[src/rtl/sa_edge_feeder.sv]
// sa_edge_feeder: west/north edge driver for an ARRAY_N x ARRAY_N systolic MAC array.
// Each tile is issued as one clear beat, K data beats (with bubbles while the
// source stalls), one flush beat and an N+1 cycle drain. Lane r is then skewed:
// control reaches lane r r+1 cycles after issue, and operands arrive one cycle later.
module sa_edge_feeder #(
  parameter int ARRAY_N    = 4,   // must be >= 2
  parameter int K_W        = 8,
  parameter int DATA_WIDTH = 16
) (
  input  logic                          clk_i,
  input  logic                          rst_ni,
  input  logic                          start_i,
  input  logic [K_W-1:0]                k_len_i,
  input  logic [ARRAY_N*DATA_WIDTH-1:0] a_vec_i,
  input  logic [ARRAY_N*DATA_WIDTH-1:0] b_vec_i,
  input  logic                          vec_valid_i,
  output logic                          vec_ready_o,
  output logic [ARRAY_N*DATA_WIDTH-1:0] srca_o,
  output logic [ARRAY_N*DATA_WIDTH-1:0] srcb_o,
  output logic [ARRAY_N-1:0]            clr_o,
  output logic [ARRAY_N-1:0]            we_o,
  output logic                          busy_o,
  output logic                          done_o
);

  localparam int VW   = ARRAY_N * DATA_WIDTH;
  localparam int DC_W = $clog2(ARRAY_N + 2);

  typedef enum logic [2:0] {
    S_IDLE,
    S_CLEAR,
    S_FEED,
    S_FLUSH,
    S_DRAIN
  } state_e;

  state_e          state_q, state_d;
  logic [K_W-1:0]  k_q, k_d;
  logic [K_W-1:0]  cnt_q, cnt_d;
  logic [DC_W-1:0] drain_q, drain_d;
  logic            done_q, done_d;

  // The beat issued in the current cycle, before skewing.
  logic            beat_we;
  logic            beat_clr;
  logic [VW-1:0]   beat_a;
  logic [VW-1:0]   beat_b;

  // Control skew chain: bit r carries the beat issued r+1 cycles ago.
  logic [ARRAY_N-1:0] we_sr_q;
  logic [ARRAY_N-1:0] clr_sr_q;

  // Ready depends on state only, so the source never sees a valid->ready loop.
  assign vec_ready_o = (state_q == S_FEED);
  assign busy_o      = (state_q != S_IDLE);
  assign done_o      = done_q;
  assign we_o        = we_sr_q;
  assign clr_o       = clr_sr_q;

  // State, latched length, beat counter, drain counter and done pulse registers.
  always_ff @(posedge clk_i or negedge rst_ni) begin
    if (!rst_ni) begin
      state_q <= S_IDLE;
      k_q     <= '0;
      cnt_q   <= '0;
      drain_q <= '0;
      done_q  <= 1'b0;
    end else begin
      state_q <= state_d;
      k_q     <= k_d;
      cnt_q   <= cnt_d;
      drain_q <= drain_d;
      done_q  <= done_d;
    end
  end

  // Next-state logic and the beat issued this cycle.
  always_comb begin
    state_d  = state_q;
    k_d      = k_q;
    cnt_d    = cnt_q;
    drain_d  = drain_q;
    done_d   = 1'b0;
    beat_we  = 1'b0;
    beat_clr = 1'b0;
    beat_a   = '0;
    beat_b   = '0;
    case (state_q)
      S_IDLE: begin
        if (start_i) begin
          state_d = S_CLEAR;
          k_d     = k_len_i;
          cnt_d   = '0;
        end
      end
      S_CLEAR: begin
        beat_clr = 1'b1;
        state_d  = (k_q == '0) ? S_FLUSH : S_FEED;
      end
      S_FEED: begin
        // A missing vector becomes a bubble beat: we=0 and zero operands.
        if (vec_valid_i) begin
          beat_we = 1'b1;
          beat_a  = a_vec_i;
          beat_b  = b_vec_i;
          cnt_d   = cnt_q + K_W'(1);
          if (cnt_d == k_q) begin
            state_d = S_FLUSH;
          end
        end
      end
      S_FLUSH: begin
        // Extra enable with zero data pushes the last product into psum.
        beat_we = 1'b1;
        drain_d = '0;
        state_d = S_DRAIN;
      end
      S_DRAIN: begin
        if (drain_q == DC_W'(ARRAY_N)) begin
          state_d = S_IDLE;
          done_d  = 1'b1;
        end else begin
          drain_d = drain_q + DC_W'(1);
        end
      end
      default: begin
        state_d = S_IDLE;
      end
    endcase
  end

  // Control skew: lane 0 sees the beat one cycle after issue, each next lane one more.
  always_ff @(posedge clk_i or negedge rst_ni) begin
    if (!rst_ni) begin
      we_sr_q  <= '0;
      clr_sr_q <= '0;
    end else begin
      we_sr_q  <= ARRAY_N'({we_sr_q, beat_we});
      clr_sr_q <= ARRAY_N'({clr_sr_q, beat_clr});
    end
  end

  // Per-lane operand skew: lane gi is delayed gi+2 cycles, one behind its enable.
  for (genvar gi = 0; gi < ARRAY_N; gi++) begin : g_lane
    logic [DATA_WIDTH-1:0] a_sr_q [gi+2];
    logic [DATA_WIDTH-1:0] b_sr_q [gi+2];

    // Shift this lane's operand slices toward the array edge.
    always_ff @(posedge clk_i or negedge rst_ni) begin
      if (!rst_ni) begin
        for (int j = 0; j < gi + 2; j++) begin
          a_sr_q[j] <= '0;
          b_sr_q[j] <= '0;
        end
      end else begin
        a_sr_q[0] <= beat_a[gi*DATA_WIDTH +: DATA_WIDTH];
        b_sr_q[0] <= beat_b[gi*DATA_WIDTH +: DATA_WIDTH];
        for (int j = 1; j < gi + 2; j++) begin
          a_sr_q[j] <= a_sr_q[j-1];
          b_sr_q[j] <= b_sr_q[j-1];
        end
      end
    end

    assign srca_o[gi*DATA_WIDTH +: DATA_WIDTH] = a_sr_q[gi+1];
    assign srcb_o[gi*DATA_WIDTH +: DATA_WIDTH] = b_sr_q[gi+1];
  end

endmodule

[config.mk]
export PLATFORM = sky130hd
export DESIGN_NAME = sa_edge_feeder
export DESIGN_NICKNAME = d
export VERILOG_FILES = /design/src/rtl/sa_edge_feeder.sv
export SDC_FILE = /design/constraint.sdc
export NUM_CORES = 1
export LEC_CHECK = 0
export ABC_AREA = 1
export BUFFER_PORTS_ARGS = -buffer_cell sky130_fd_sc_hd__buf_2
export CAP_MARGIN = 20
export CORE_ASPECT_RATIO = 2
export CORE_MARGIN = 8
export CORE_UTILIZATION = 41
export CTS_BUF_LIST = sky130_fd_sc_hd__clkbuf_8 sky130_fd_sc_hd__clkbuf_16
export CTS_CLUSTER_DIAMETER = 200
export DETAILED_ROUTE_END_ITERATION = 6
export REMOVE_ABC_BUFFERS = 1
export SYNTH_ARGS = -nofsm -noshare
export SYNTH_HDL_FRONTEND = slang
export SYNTH_SLANG_ARGS = --single-unit
[constraint.sdc]
create_clock -name clk_i -period 2.9 [get_ports clk_i]
set_input_delay 0.435 -clock clk_i [delete_from_list [all_inputs] [get_ports clk_i]]
set_output_delay 0.435 -clock clk_i [all_outputs]
set_load 0.05 [all_outputs]
# Word level (Yosys, flattened, before mapping)
# Index checks and enable logic that the tools add are counted.
# W data, S select, Z words.
[classes]
shift = 0
n_div = 0
n_mux = 20
n_mul = 0
magnitude_cmp = 0
bitwise = 0
n_eq_ne = 11
n_addsub = 2
n_reduce_logical = 9
[op_table]
columns = ["cell", "n"]
rows = [
  ["$mux W64", 4],
  ["$mux W8", 2],
  ["$pmux W8 S2", 1],
  ["$mux W3", 5],
  ["$pmux W3 S5", 1],
  ["$add A8 B1 Y8 const B", 1],
  ["$eq A8 B8 Y1", 1],
  ["$logic_not A8 Y1", 1],
  ["$ne A2 B2 Y1 const B", 4],
  ["$eq A3 B2 Y1 const B", 2],
  ["$eq A3 B3 Y1 const B", 2],
  ["$pmux W3 S2", 1],
  ["$mux W1", 5],
  ["$reduce_and A2 Y1", 2],
  ["$reduce_and A4 Y1", 1],
  ["$reduce_bool A2 Y1", 2],
  ["$add A3 B1 Y3 const B", 1],
  ["$eq A3 B1 Y1 const B", 1],
  ["$logic_not A3 Y1", 1],
  ["$reduce_and A3 Y1", 1],
  ["$reduce_bool A3 Y1", 1],
  ["$ne A2 B1 Y1 const B", 1],
  ["$pmux W1 S2", 1],
]
[word_totals]
memories = 0
ram_bits = 0
wordCells = 77
in_bits = 140
romBits = 0
ff_bits = 479
output_inout_bits = 139
latch_bits = 0

# Longest topological paths before layout
# Gate-level depths: netlist of run 1.
[logic_depth]
word_depth = 5
depth_mapped = 13
ltp_nobuf = 13

# Worst setup path after synthesis of run 1
# Ideal clock, no wire load.
[synth_path]
path_type = "reg2reg"
from = "reg state_q[0]"
to = "reg cnt_q[3]"
path_buffers = 0
arrival_time_ns = 1.506
stages_incl_launch_ff = 5
period_less_slack_ns = 1.636
required_time_ns = 2.770
setup_ns = 0.130
slack_ns = 1.264
cell_sequence = "dfrtp_1 > nor3_4 > nand2_1 > nand2_1 > o22ai_1"
[synth_via]
elab_chain_cells = 3
word_cells_on_any_way = 7
classes_between = "eq/ne: 3; mux: 1; reduce/logical: 3"
[synth_rtl]
columns = ["item", "line", "text"]
rows = [
  ["start: declaration", "37", "state_e state_q, state_d;"],
  ["start signal: assignment", "69", "state_q <= state_d;"],
  ["$eq A3 B2 Y1 *", "n/a", ""],
  ["named net vec_ready_o", "17", "output logic vec_ready_o,"],
  ["$ne A2 B2 Y1 (no source line) / $reduce_bool A2 Y1 (equally long branches)", "n/a", ""],
  ["$reduce_and A3 Y1 (no source line)", "n/a", ""],
  ["end signal: assignment", "71", "cnt_q <= cnt_d;"],
  ["end: declaration", "39", "logic [K_W-1:0] cnt_q, cnt_d;"],
]
# Mark *: on every way through the listed nets, which the timed path passes. The rest lies on a longest branch.
# A chain may end at the register's enable or synchronous reset.

# Worst setup path in the final report of run 1
[layout_path]
from = "reg state_q[2]"
to = "out vec_ready_o"
[layout_via]
elab_chain_cells = 1
[layout_rtl]
columns = ["item", "line", "text"]
rows = [
  ["$eq A3 B2 Y1", "54", "assign vec_ready_o = (state_q == S_FEED);"],
  ["end: declaration", "17", ""],
]
# Every way passes these cells.

==> run metrics, run 1 <==
Gate Count Post-Synth 1,030; Vias/cell 4.27; WP data arrival 1630 ps; row count 98; total number of vias 7,236; DIE HEIGHT 285 um; multi-input logic area 1650 um2; synth warn 0; post-route ant nets 0; share of post-route cells with drive strength above 1 31.2%; most common cell after layout, fill and taps aside dfrtp_1; Register Area 12,000 um2; Synth area leader dfrtp_1; initial core utilization 41.5%; flops & latches, synth 479; CP Buf/Inv Count 1; Mapped Area 14,800 um2; Initial DRC Count 273; die area 42,800 um2; total negative slack 0 ps; H-tree levels 2; Layout Skew 19.6 ps; Setup Buffers After CTS 0; synth top area cells dfrtp_1 (81%), buf_4 (6.5%), nand2_1 (4.2%); area share of the largest cell type after synthesis 81.0%; Final Max Tran Viols 0; peak supply drop 0.609 mV; clock sink total 479; Worst-Margin Slew 692 ps; Slowest cell on crit path dfrtp_1; gpl congestion 0.801; Final period util 71.3%; Finished Cell Area 17,300 um2; max cap viols 0; DRC errors left 0; PortBufs 278; fillcell total 3,059; Leak Pwr 9.45 nW; Slew headroom 53.9%; Worst Hold Class primary input to register; most frequent cells in the layout dfrtp_1 (479), buf_2 (276), nand2_1 (166); peak fanout along the critical path 5; Max stage delay on crit path 440 ps; vias in the first global route 7,986; RSZ-0062 raised after global routing false; Area Overhead vs Synth 16.7%; clock slew at reported path FFs 70 ps; Synth cell types 31; startpoint type of the worst setup path register; nets 1,349; Die Wd 150 um; Core ar. 35,700 um2; Required @ worst endpoint 2470 ps; pin count of the biggest net entering global routing 114; grt ovf 0; WS Path Type register to primary output; R2R setup slack 1170 ps; Cell Chain, Critical Path nor3_4 > buf_2; Max Clock Freq 0.483 GHz; CTS Buf Count 41; final hold vios 0; worst skew pair latency 540 ps; GRT Util Overall 13.3%; DR pass1 iterations 4; CTS tree built; I/O pins 279; Setup crit end kind primary output; clk buf depth 3; root buffer cell clkbuf_16; placed instance area 15,800 um2; initial antenna violation count 16; sequential fraction of the synthesis area 81.0%; CP top delay family flip-flops; outcome completed; min cycle time layout 2070 ps; WL per Instance 16.4 um; HPWL after DPL 18,900 um; average size of a mapped cell 14.4 um2; first-pass GRT wire length 44,000 um; PwrDens 943 nW/um2; drt total wl 27,800 um; Setup Viol. Count Final 0
[routing by layer]
| metal | up-vias | wire, um | share of wire [%] | track usage (%) |
|---|---|---|---|---|
| met3 | 65 | 2420 | 8.7 | 5.08 |
| li1 | 3382 | - | - | - |
| met5 | - | 73 | 0.26 | 0 |
| met2 | 221 | 14700 | 53 | 22.8 |
| met1 | 3556 | 9650 | 35 | 14.0 |
| met4 | 12 | 990 | 3.6 | 6.53 |
[sequential cells by signal, summed over array words and instances, names as in the netlist]
name	count
g_lane.b_sr_q	160
srcb_o	64
clr_o	4
we_o	4
cnt_q	8
done_o	1
drain_q	3
g_lane.a_sr_q	160
k_q	8
srca_o	64
state_q	3
[timing repair]
item / in CTS / in global routing
hold endpoints to repair: 34 / 0
resized for setup: 0 / 0
hold buffers: 1 / 0
[cell usage after synthesis, drive strengths merged]
library cell	number
xnor2	1
mux2	5
nor4	2
inv	20
nor3	3
xor2	2
or2	2
o22ai	4
nand2	169
o21ai	7
nor2	145
dfrtp	479
o21bai	1
a21oi	5
nand3b	2
nand3	21
ha	3
buf	143
and2	1
clkbuf	14
clkinv	1
[worst reg2reg max path, stage by stage, from the launching register on]
cell	delay [ps]
dfrtp_1	430
nor2_1	190
nand3_1	430
nand2_1	430
o21ai_0	130
[where the power goes]
part           total (W)  internal, W  switching, W
combinational    0.00273     0.000614       0.00211
clock            0.00557      0.00325       0.00232
sequential       0.00798      0.00763      0.000353
[per-stage QoR]
step | std cells | util, % | power [W] | hold slack (ps) | worst slack (ps)
after detailed placement | 1612 | 44.4 | 0.0109 | 335 | 1180
after CTS | 1685 | 48.3 | 0.0166 | 71.4 | 783
after floorplan | 873 | - | 0.00983 | 139 | 666
final | 1695 | 48.4 | 0.0163 | 113 | 831
after global routing | 1689 | 48.4 | 0.0171 | 88.6 | 754
after global placement | 1612 | 44.4 | 0.0108 | 331 | 1240
[worst paths after layout]
check	startpoint	end	cells past startpoint
setup / recovery	state_q[2]	vec_ready_o	2
hold / removal	a_vec_i[51]	g_lane[3].a_sr_q[67]	3
setup reg to reg	state_q[0]	cnt_q[6]	4
hold reg to reg	g_lane[2].a_sr_q[46]	g_lane[2].a_sr_q[30]	0
max in group asynchronous	rst_ni	g_lane[2].b_sr_q[25]	3
min in group asynchronous	rst_ni	srca_o[39]	2
[cells by family (layout without fill, tap and decap cells)]
group | count (synthesis) | after routing | share of synthesized area, %
DFF | 479 | 479 | 81.0
and+or+nand+nor | 345 | 345 | 9.67
buffers and inverters | 178 | 383 | 7.89
AOI/OAI and AO/OA | 17 | 17 | 0.651
muxes | 5 | 5 | 0.380
adders and majority gates | 3 | 3 | 0.254
xor gates and xnor gates | 3 | 3 | 0.178
other | 0 | 10 | 0
[layout make-up]
| cell class | instances | share of cell area (%) |
|---|---|---|
| sequential | 479 | 69.4 |
| multi-input combinational | 373 | 9.54 |
| timing repair buffer | 290 | 9.10 |
| clock buffer | 47 | 6.55 |
| tap | 450 | 3.26 |
| clock inverter | 25 | 1.53 |
| inverter | 21 | 0.471 |
| antenna | 10 | 0.145 |
(Power assumes the default switching activity.)
==> inputs of run 2 (changes only) <==
==> constraint.sdc (replaced) <==
create_clock -name clk_i -period 2.1 [get_ports clk_i]
set_input_delay 0.315 -clock clk_i [delete_from_list [all_inputs] [get_ports clk_i]]
set_output_delay 0.315 -clock clk_i [all_outputs]
set_load 0.05 [all_outputs]
==> run 2 against run 1 <==
Sequential share of layout area is 5.0 points lower. Power rose by 41%. Critical path type unchanged. Global-route usage is 0.88 points higher. Highest routed layer is now met4. First-iteration DRC count up 4.0%. Combinational power increased by 48%. Sequential cell count unchanged. Final cell count rose by 7.4%. Register-to-register slack got worse by 740 ps. Sequential power rose by 38%.
==> run metrics, run 2 (same netlist as run 1, synthesis figures left out) <==
startpoint type of the worst setup path register; peak supply drop 0.918 mV (+51%); worst skew pair latency 520 ps (-20 ps); I/O pins 279 (unchanged); Layout Skew 10.2 ps (-9.44 ps); met2 routed WL 15,600 um (+6.4%); CTS Buf Count 41 (unchanged); post-route ant nets 0 (unchanged); Area Overhead vs Synth 25.8%; min cycle time layout 2010 ps; Worst Hold Class primary input to register; peak fanout along the critical path 5 (unchanged); outcome completed; root buffer cell clkbuf_16; grt ovf 0 (unchanged); setup ws final 93.4 ps (-738 ps); GRT Util Overall 14.2% (+0.88 points); row count 98 (unchanged); met1 WL 10,900 um (+13%); Critical R2R Capture cnt_q[6]; DRC errors left 0 (unchanged); share of post-route cells with drive strength above 1 29.3% (-1.8 points); R2R setup slack 430 ps (-740 ps); drt total wl 29,900 um (+7.4%); vias in the first global route 8,871 (+11%); clock slew at reported path FFs 60 ps (about the same); Cell Chain, Critical Path nor3_4 > buf_2; PortBufs 278 (unchanged); CP top delay family flip-flops; die area 42,800 um2 (unchanged); reg2reg path depth 4 (unchanged); worst hold path cell count 3 (unchanged); Slew headroom 59.7% (+5.8 points); placed instance area 16,100 um2 (+1.4%); Vias/cell 4.30 (+0.79%); clock sink total 479 (unchanged); RR Startpoint state_q[2]; H-tree levels 2 (unchanged); Setup Viol. Count Final 0 (unchanged); Gates resized, CTS repair 0 (unchanged); WL per Instance 16.4 um (about the same); launch point of the worst hold path a_vec_i[43]; Leak Pwr 10.1 nW (+6.6%); CP Buf/Inv Count 1 (unchanged); fillcell total 2,885 (-5.7%); clk buf depth 3 (unchanged); final hold vios 0 (unchanged); gpl congestion 0.772 (-3.7%); most frequent cells in the layout dfrtp_1 (479), buf_2 (276), nand2_1 (166); CTS tree built; initial antenna violation count 1 (-15); Final period util 95.6%; RSZ-0062 raised after global routing false; HPWL after DPL 19,800 um (+4.6%); max cap viols 0 (unchanged); Setup crit end kind primary output; nets 1,485 (+10%); DIE HEIGHT 285 um (unchanged); Required @ worst endpoint 1780 ps (-690 ps); Core ar. 35,700 um2 (unchanged); hold slack 29.6 ps (-83.2 ps); hold path endpoint g_lane[2].a_sr_q[59]; top flop regs g_lane.a_sr_q: 160 flops, g_lane.b_sr_q: 160 flops; first-pass GRT wire length 47,200 um (+7.3%); PwrDens 1230 nW/um2 (+30%); Worst-Margin Slew 605 ps (-87.3 ps); Slowest cell on crit path dfrtp_1; Max stage delay on crit path 450 ps (about the same); DR pass1 iterations 5 (+1); WP data arrival 1690 ps (+60 ps); Post-Place Setup Slack 421 ps (-761 ps); Finished Cell Area 18,600 um2 (+7.8%); pin count of the biggest net entering global routing 66 (-42%); total number of vias 7,835 (+8.3%); Final Max Tran Viols 0 (unchanged); Setup Buffers After CTS 0 (unchanged); Max Clock Freq 0.498 GHz; initial core utilization 41.5% (unchanged); most common cell after layout, fill and taps aside dfrtp_1; Die Wd 150 um (unchanged); met3 routed WL 2090 um (-14%); Initial DRC Count 284 (+4.0%); WS Path Type register to primary output; Top Metal Used met4
==> run 2: how the worst max path moves through the flow <==
| stage | cells after the start | to | slack (ps) | start |
|---|---|---|---|---|
| CTS | 2 | vec_ready_o | 30 | state_q[2] |
| global placement | 4 | cnt_q[2] | 480 | state_q[0] |
| detailed placement | 4 | cnt_q[2] | 420 | state_q[2] |
| finish | 2 | vec_ready_o | 90 | state_q[2] |
| global route | 2 | vec_ready_o | 20 | state_q[2] |
| floorplan | 6 | state_q[0] | -130 | state_q[0] |
==> run 2: area by class of cell <==
| cell class | count | area [um2] | area share (%) |
|---|---|---|---|
| Multi-Input combinational cell | 373 | 1650 | 8.85 |
| Antenna cell | 1 | 2.50 | 0.0134 |
| Tap cell | 450 | 563 | 3.02 |
| Inverter | 21 | 81.3 | 0.437 |
| Sequential cell | 479 | 12000 | 64.4 |
| Clock inverter | 25 | 305 | 1.64 |
| Clock buffer | 46 | 1090 | 5.88 |
| Timing Repair Buffer | 426 | 2940 | 15.8 |
==> run 2: power by group <==
part           switching, W  total, W  leakage [nW]  internal, W
Clock               0.00320   0.00781         0.711      0.00460
Combinational       0.00299   0.00404          2.80      0.00104
Sequential         0.000502    0.0110          6.57       0.0105
Total               0.00670    0.0229          10.1       0.0162
==> run 2: stage by stage <==
stage | total power (W) | utilization (%) | std cells | TNS [ps]
after floorplan | 0.0136 | - | 873 | -134
after global placement | 0.0150 | 45.0 | 1634 | 0
after detailed placement | 0.0151 | 45.0 | 1634 | 0
after CTS | 0.0232 | 52.2 | 1820 | 0
after global routing | 0.0239 | 52.2 | 1821 | 0
final | 0.0229 | 52.2 | 1821 | 0
==> run 2: repair_timing <==
| item | 4_1_cts | 5_1_grt |
|---|---|---|
| hold buffers | 115 | 0 |
| endpoints found under the hold margin | 154 | 0 |
| setup endpoints to repair | 0 | 0 |
==> run 2: metal layers <==
metal | GRT usage (%) | vias up
met5 | 0 | -
met4 | 7.31 | 0
met3 | 3.80 | 72
met2 | 25.0 | 242
met1 | 15.2 | 3878
li1 | - | 3643
==> run 2: tightest hold or removal path, cell delays in order <==
cell,delay (ps)
buf_2,110
nand2_1,60
nor2_1,40
==> inputs of run 3 (changes only) <==
--- a/config.mk
+++ b/config.mk
@@ -9,11 +9,12 @@
 export BUFFER_PORTS_ARGS = -buffer_cell sky130_fd_sc_hd__buf_2
 export CAP_MARGIN = 20
 export CORE_ASPECT_RATIO = 2
-export CORE_MARGIN = 8
+export CORE_MARGIN = 4
 export CORE_UTILIZATION = 41
 export CTS_BUF_LIST = sky130_fd_sc_hd__clkbuf_8 sky130_fd_sc_hd__clkbuf_16
 export CTS_CLUSTER_DIAMETER = 200
 export DETAILED_ROUTE_END_ITERATION = 6
+export MAX_ROUTING_LAYER = met4
 export REMOVE_ABC_BUFFERS = 1
 export SYNTH_ARGS = -nofsm -noshare
 export SYNTH_HDL_FRONTEND = slang
==> run 3 against run 2 <==
Fmax grew 2.0%. Routed wire length down 6.1%. Power is 0.19% higher. Clock skew is 3.4 ps higher. Utilization down 0.24 points. Largest power group unchanged. Combinational power fell by 2%. Final cell count decreased by 0.66%. Final area is 0.46% lower. Worst hold slack worse by 3.9 ps.
==> run metrics, run 3 (same netlist as run 1, synthesis figures left out) <==
Required @ worst endpoint 1780 ps (about the same); WL per Instance 15.5 um (-5.5%); total negative slack 0 ps (unchanged); DIE HEIGHT 277 um (-2.8%); vias in the first global route 8,709 (-1.8%); HPWL after DPL 17,900 um (-9.8%); Cells after DPL 1,615 (-1.2%); post-route ant nets 0 (unchanged); clk buf depth 3 (unchanged); Initial DRC Count 318 (+12%); CTS Buf Count 42 (+2.4%); Slowest cell on crit path dfrtp_1; total number of vias 7,834 (-0.013%); first-pass GRT wire length 45,900 um (-2.7%); WS Path Type register to primary output; Die Wd 142 um (-5.3%); Cell Chain, Critical Path nor3_4 > buf_2; clock sink total 479 (unchanged); pin count of the biggest net entering global routing 104 (+58%); max cap viols 0 (unchanged); met1 WL 10,100 um (-6.9%); Max Clock Freq 0.508 GHz (+2.0%); most frequent cells in the layout dfrtp_1 (479), buf_2 (276), nand2_1 (166); min cycle time layout 1970 ps (-39.7 ps); outcome completed; WP data arrival 1650 ps (-40 ps); Core ar. 35,700 um2 (unchanged); initial antenna violation count 1 (unchanged); Max stage delay on crit path 440 ps (about the same); Pwr Total 0.0229 W (+0.19%); met3 routed WL 1570 um (-25%); drt total wl 28,100 um (-6.1%); clock slew at reported path FFs 60 ps (about the same); Top Metal Used met4; Area Overhead vs Synth 25.2%; Finished Layout Cells 1,809 (-0.66%); peak fanout along the critical path 5 (unchanged); most common cell after layout, fill and taps aside dfrtp_1; RSZ-0062 raised after global routing false; Final Max Tran Viols 0 (unchanged); worst skew pair latency 530 ps (about the same); Vias/cell 4.33 (+0.65%); met2 routed WL 15,000 um (-4.0%); Worst-Margin Slew 555 ps (-49.9 ps); Final period util 93.7% (-1.9 points); top flop regs g_lane.a_sr_q: 160 flops, g_lane.b_sr_q: 160 flops; peak supply drop 0.891 mV (-3.0%); Setup Viol. Count Final 0 (unchanged); Slew headroom 63.0% (+3.3 points); PortBufs 278 (unchanged); die area 39,400 um2 (-8.0%); Worst Hold Class primary input to register; H-tree levels 2 (unchanged); share of post-route cells with drive strength above 1 28.5% (-0.85 points); final hold vios 0 (unchanged); DRC errors left 0 (unchanged); grt ovf 0 (unchanged); nets 1,469 (-1.1%); row count 98 (unchanged); initial core utilization 41.5% (unchanged); Layout Skew 13.6 ps (+3.42 ps); Setup Buffers After CTS 0 (unchanged); gpl congestion 0.780 (+1.0%); PwrDens 1240 nW/um2 (+0.65%); GRT Util Overall 15.2% (+0.95 points); Setup crit end kind primary output; root buffer cell clkbuf_16; I/O pins 279 (unchanged); Leak Pwr 10.0 nW (-0.49%); DR pass1 iterations 5 (unchanged); CTS tree built; startpoint type of the worst setup path register; final core occ 51.9% (-0.24 points)
[run 3: power breakdown]
part | internal (W) | switching (W) | total, W | leakage [nW]
registers | 0.0105 | 0.000488 | 0.0110 | 6.57
logic | 0.000989 | 0.00297 | 0.00396 | 2.71
clock network | 0.00471 | 0.00323 | 0.00794 | 0.755
total | 0.0162 | 0.00669 | 0.0229 | 10.0
[run 3: final cells by class]
class / count / area (um2)
antenna: 1 / 2.50
clock buffer: 53 / 1210
clock inverter: 23 / 249
fill: 2910 / 17100
inverter: 21 / 81.3
multi-input combinational: 373 / 1650
sequential: 479 / 12000
tap: 450 / 563
timing repair buffer: 409 / 2790
[run 3: per-stage QoR]
stage,setup WS (ps),hold slack (ps),area [um2]
after floorplan,-134,19.4,13700
after global placement,471,226,15900
after detailed placement,450,228,15900
after CTS,112,1.66,18500
after global routing,67.7,8.54,18500
final,133,25.7,18500
[run 3: final timing paths]
| check | from | end | slack, ps | cells after the start |
|---|---|---|---|---|
| setup reg to reg | cnt_q[0] | state_q[0] | 440 | 12 |
| setup / recovery | state_q[0] | vec_ready_o | 130 | 2 |
| min in group asynchronous | rst_ni | g_lane[2].b_sr_q[22] | 270 | 2 |
| hold reg to reg | g_lane[1].a_sr_q[27] | srca_o[27] | 340 | 0 |
| hold / removal | a_vec_i[36] | g_lane[2].a_sr_q[52] | 30 | 3 |
| max in group asynchronous | rst_ni | g_lane[3].a_sr_q[74] | 1130 | 3 |
[run 3: per-layer routing]
metal  track usage, %  up-vias
li1                 -     3611
met1             16.7     3914
met2             26.0      231
met3             3.18       78
met4             7.29        0
met5                -        -
[run 3: critical path: cells and delay by family, from the launching register on]
kind / cells / cell delay, ps
AND/OR/NAND/NOR: 1 / 330
flip-flops: 1 / 440
buffers and inverters: 1 / 360
[run 3: repair_timing]
| action | CTS | global route |
|---|---|---|
| resized for setup | 0 | 0 |
| hold endpoints to repair | 172 | 0 |
| hold buffers | 117 | 0 |
| endpoints found under the setup margin | 0 | 0 |
